--- src/rtl/lc_en_gate.sv ---
// rtl/lc_en_gate.sv - lifecycle enable qualifier with debounce, secret-wipe handshake and sticky error
// All outputs come from registers or decoded state, so no input ever reaches an output combinationally.
module lc_en_gate #(
   parameter int StableCycles  = 3,
   parameter int InvalidCycles = 2
) (
   input  logic       clk_i,
   input  logic       rst_i,
   input  logic [3:0] lc_en_i,
   input  logic       clr_ack_i,
   output logic       en_o,
   output logic       clr_req_o,
   output logic       err_o,
   output logic [2:0] state_o
);

   typedef enum logic [2:0] {
      ST_DIS = 3'd0,
      ST_ARM = 3'd1,
      ST_ENA = 3'd2,
      ST_CLR = 3'd3,
      ST_ERR = 3'd4
   } state_t;

   localparam logic [3:0] LP_ON     = 4'b0101;
   localparam logic [3:0] LP_OFF    = 4'b1010;
   localparam logic [3:0] LP_STABLE = 4'(StableCycles);
   localparam logic [3:0] LP_INV    = 4'(InvalidCycles);

   state_t     r_state, w_state_nxt;
   logic [3:0] r_scnt, w_scnt_nxt, w_scnt_inc;
   logic [3:0] r_icnt, w_icnt_nxt;
   logic       r_clr_req, w_clr_nxt;
   logic       w_on, w_off, w_inv;

   assign w_on       = (lc_en_i == LP_ON);
   assign w_off      = (lc_en_i == LP_OFF);
   assign w_inv      = !w_on && !w_off;
   assign w_scnt_inc = (r_scnt >= LP_STABLE) ? LP_STABLE : r_scnt + 4'd1;

   always_comb begin
      w_state_nxt = r_state;
      w_scnt_nxt  = 4'd0;
      w_clr_nxt   = r_clr_req;
      if (!w_inv)
         w_icnt_nxt = 4'd0;
      else if (r_icnt >= LP_INV)
         w_icnt_nxt = LP_INV;
      else
         w_icnt_nxt = r_icnt + 4'd1;

      case (r_state)
         ST_DIS: begin
            if (w_on) begin
               w_scnt_nxt  = 4'd1;
               w_state_nxt = (LP_STABLE == 4'd1) ? ST_ENA : ST_ARM;
            end
         end
         ST_ARM: begin
            if (w_on) begin
               w_scnt_nxt = w_scnt_inc;
               if (w_scnt_inc == LP_STABLE)
                  w_state_nxt = ST_ENA;
            end else if (w_off) begin
               w_state_nxt = ST_DIS;
            end
         end
         ST_ENA: begin
            if (w_on) begin
               w_scnt_nxt = LP_STABLE;
            end else begin
               w_state_nxt = ST_CLR;
               w_clr_nxt   = 1'b1;
            end
         end
         ST_CLR: begin
            w_clr_nxt = 1'b1;
            if (clr_ack_i) begin
               w_state_nxt = ST_DIS;
               w_clr_nxt   = 1'b0;
            end
         end
         ST_ERR: begin
            w_clr_nxt = r_clr_req && !clr_ack_i;
         end
         default: begin
            w_state_nxt = ST_ERR;
            w_clr_nxt   = 1'b1;
         end
      endcase

      // Encoding fault wins over everything; an ack landing on this edge still completes the wipe.
      if (w_icnt_nxt == LP_INV && r_state != ST_ERR) begin
         w_state_nxt = ST_ERR;
         w_scnt_nxt  = 4'd0;
         w_clr_nxt   = !(r_clr_req && clr_ack_i);
      end
   end

   always_ff @(posedge clk_i or posedge rst_i) begin
      if (rst_i) begin
         r_state   <= ST_DIS;
         r_scnt    <= 4'd0;
         r_icnt    <= 4'd0;
         r_clr_req <= 1'b0;
      end else begin
         r_state   <= w_state_nxt;
         r_scnt    <= w_scnt_nxt;
         r_icnt    <= w_icnt_nxt;
         r_clr_req <= w_clr_nxt;
      end
   end

   assign en_o      = (r_state == ST_ENA);
   assign err_o     = (r_state == ST_ERR);
   assign clr_req_o = r_clr_req;
   assign state_o   = r_state;

endmodule

--- config.mk ---
export PLATFORM = sky130hd
export DESIGN_NAME = lc_en_gate
export DESIGN_NICKNAME = d
export VERILOG_FILES = /design/src/rtl/lc_en_gate.sv
export SDC_FILE = /design/constraint.sdc
export NUM_CORES = 1
export LEC_CHECK = 0
export ABC_CLOCK_PERIOD_IN_PS = 4150
export CAP_MARGIN = 5
export CORE_AREA = 2 2 39 41
export CTS_CLUSTER_SIZE = 16
export DETAILED_ROUTE_END_ITERATION = 8
export DIE_AREA = 0 0 41 43
export HOLD_SLACK_MARGIN = 0.08
export PLACE_DENSITY = 0.82
export SYNTH_ARGS = -nofsm -noshare
export SYNTH_HDL_FRONTEND = slang
export SYNTH_SLANG_ARGS = --single-unit
--- constraint.sdc ---
create_clock -name clk_i -period 4.15 [get_ports clk_i]
set_input_delay 0.6225 -clock clk_i [delete_from_list [all_inputs] [get_ports clk_i]]
set_output_delay 0.6225 -clock clk_i [all_outputs]
set_load 0.02 [all_outputs]
==> run metrics <==
status=finished, final reports clean; setup_tns=0 ps; register area share after synthesis=about half; drt via density=5.60; share of post-route cells with drive strength above 1=approximately 17%; Yosys Warn Count=0; simple-gate share of the synthesized area=about a quarter; Clock Latency Late Sink=roughly 270 ps; DRC=0; Distinct cells, synth=27; RR Startpoint=r_icnt[1]$_DFF_PP0_; post-layout net count=87; crit share post-route=56.1%; post-layout util=58.1%; syn avg cell area=about 11 µm²; GRT overflow=0; synth-to-layout area growth=28.9%; Syn Inst Count=just under 60; # setup viols final=0; total CTS buffers=3; CTS Buffer Depth=2; reg2reg path depth=5; Crit Path Category=reg2out; initial core utilization=45.1%; crit path DAT=1700 ps; 1st-iter DRT viols=13; crit path max fanout=7; most frequent cells in the layout=12 x dfrtp_1, 12 x clkdlybuf4s50_1, 5 x inv_1, 5 x nand2_1, 5 x nor2_1; hold_ws=around 630 ps; crit path time final=about 2300 ps; R2R Setup Slk=approximately 2300 ps; Worst Hold End=state_o[2]$_DFFE_PP0P_; Critical Path, Cell by Cell=inv_1, nand2_1, nor2_1, clkdlybuf4s50_1; final hold violations=0; Post-Synth XOR/XNOR Area=0%; die height=between 40 and 50 µm; post-CTS sizing=0; Ports=13; mux share of post-synthesis cell area=0%; Clock Skew=a little under 5 ps; Buffers on Ports=12; worst path required time=approximately 3500 ps; worst reg2reg path endpoint=clr_req_o$_DFFE_PP0P_; DR WL/cell=around 13 µm; global-route wire length before repair=between 1500 and 2000 µm; die area=1760 µm²; drt total wl=about 1200 µm; antenna violations before repair=0; slowest CP cell=clkdlybuf4s50_1; CP Launch Type=flip-flop; Post-CTS Hold Fix Bufs=0; largest family of logic cells by synthesized area=simple AND/OR/NAND/NOR gates; register bit total from synthesis=12; post-synthesis adder-cell area fraction=around 6.0%; TritonRoute pass-1 iters=4; Final Max Slew Viols=0; Post-CTS Setup Bufs=0; via count=515; Rows=14; GR Util All Layers=between 10% and 20%; peak supply drop=between 0.15 and 0.2 mV; Max stage delay on crit path=600 ps; ant diodes=0; TritonCTS clock tree=built; RSZ-0062 raised after global routing=false; Detailed Place HPWL=about 920 µm; GPL Wtd Cong=roughly 0.74; FMAX=around 0.43 GHz; Worst Hold Class=reg2reg; Synth Area in Compound Gates=15.6%; maxcap violations=0; Static Leakage=between 0.3 and 0.4 nW; worst hold start=state_o[2]$_DFFE_PP0P_; CORE AREA=roughly 1400 µm²; CP Capture Type=output port; number of global-route vias before repair=between 400 and 500; Routed Antenna Nets=0; Die X=41 µm; Worst-path clk slew=about 80 ps; Filler Cells Inserted=around 130; WHS Path Cells=1; CTS root buf=clkbuf_4; pin count of the biggest net entering global routing=13; clk sinks=12; mapped cell area=~620 µm²; P per Cell Area=approximately 280 nW/µm²; CTS H-tree depth=1
==> worst max-delay path by stage <==
stage / cells past startpoint / endpoint / start / slack [ps]
after detailed placement: 5 / clr_req_o$_DFFE_PP0P_ / lc_en_i[1] / 2070
after CTS: 4 / err_o / state_o[1]$_DFFE_PP0P_ / 1820
final: 4 / err_o / state_o[1]$_DFFE_PP0P_ / 1820
after global routing: 4 / en_o / state_o[0]$_DFFE_PP0P_ / 1710
after global placement: 5 / clr_req_o$_DFFE_PP0P_ / lc_en_i[1] / 2070
after floorplan: 4 / en_o / state_o[0]$_DFFE_PP0P_ / 2430
==> final cells by class <==
type                            instances  area, µm²  area share, %
Inverter                                5       18.8           2.33
Sequential cell                        12        300           37.3
Clock buffer                            4       36.3           4.51
Tap cell                               16       20.0           2.49
Multi-Input combinational cell         43        309           38.4
Timing Repair Buffer                   12        120           14.9
==> metal layers <==
layer | share of wire [%] | global-route usage [%] | up-vias | wire length (µm)
li1 | - | - | 239 | -
met5 | 0 | 0 | - | 0
met2 | 47 | 23.8 | 15 | 549
met4 | 0.94 | 8.00 | 0 | 11
met3 | 4.3 | 1.57 | 2 | 50
met1 | 48 | 21.5 | 259 | 560
==> per-stage QoR <==
step / instance area (µm²) / total power, mW / std cells / worst slack, ps
2_1_floorplan: 632 / 0.129 / 61 / 2430
3_3_place_gp: 768 / 0.137 / 88 / 2070
3_5_place_dp: 768 / 0.137 / 88 / 2070
4_1_cts: 805 / 0.228 / 92 / 1820
5_1_grt: 805 / 0.233 / 92 / 1710
6_report: 805 / 0.226 / 92 / 1820
==> synth_stat cells <==
cell	n	area (µm²)
nor4_4	1	21.3
a21oi_1	3	15.0
and4bb_2	2	25.0
or3b_1	1	8.76
a2bb2oi_1	1	8.76
a31oi_1	1	6.26
a221oi_1	1	8.76
o211ai_1	1	7.51
a211oi_2	2	25.0
or3_1	1	6.26
clkbuf_1	1	3.75
ha_1	3	37.5
and3_1	1	6.26
o32ai_1	1	8.76
nor3_1	1	5.00
nand2_1	5	18.8
and3_2	2	15.0
o21ai_0	2	10.0
nor2_1	5	18.8
inv_1	5	18.8
nor3_2	1	10.0
conb_1	1	3.75
dfrtp_1	12	300
or2_4	1	8.76
nand2b_1	1	6.26
a211oi_1	1	7.51
nor2b_1	2	12.5
==> logic make-up after synthesis <==
logic type                 Yosys count
adders and majority gates            3
DFF                                 12
buffers and inverters                6
and+or+nand+nor                     24
AOI/OAI and AO/OA                   13
other                                1
==> flip-flops by register name, indices dropped and copies added (netlist names) <==
register	cells
state_o	3
clr_req_o	1
r_icnt	4
r_scnt	4
==> worst max-delay path, delay by kind of cell, from the launching register on <==
kind,cells,cell delay [ps]
flops,1,460
buf+inv,2,790
simple gates,2,190
==> power by group <==
part / switching [mW] / internal (mW) / total, mW
registers: 0.00135 / 0.119 / 0.120
logic: 0.00691 / 0.00776 / 0.0147
clock network: 0.0381 / 0.0533 / 0.0914
total: 0.0464 / 0.180 / 0.226
Power figures use the tool's default switching activity.
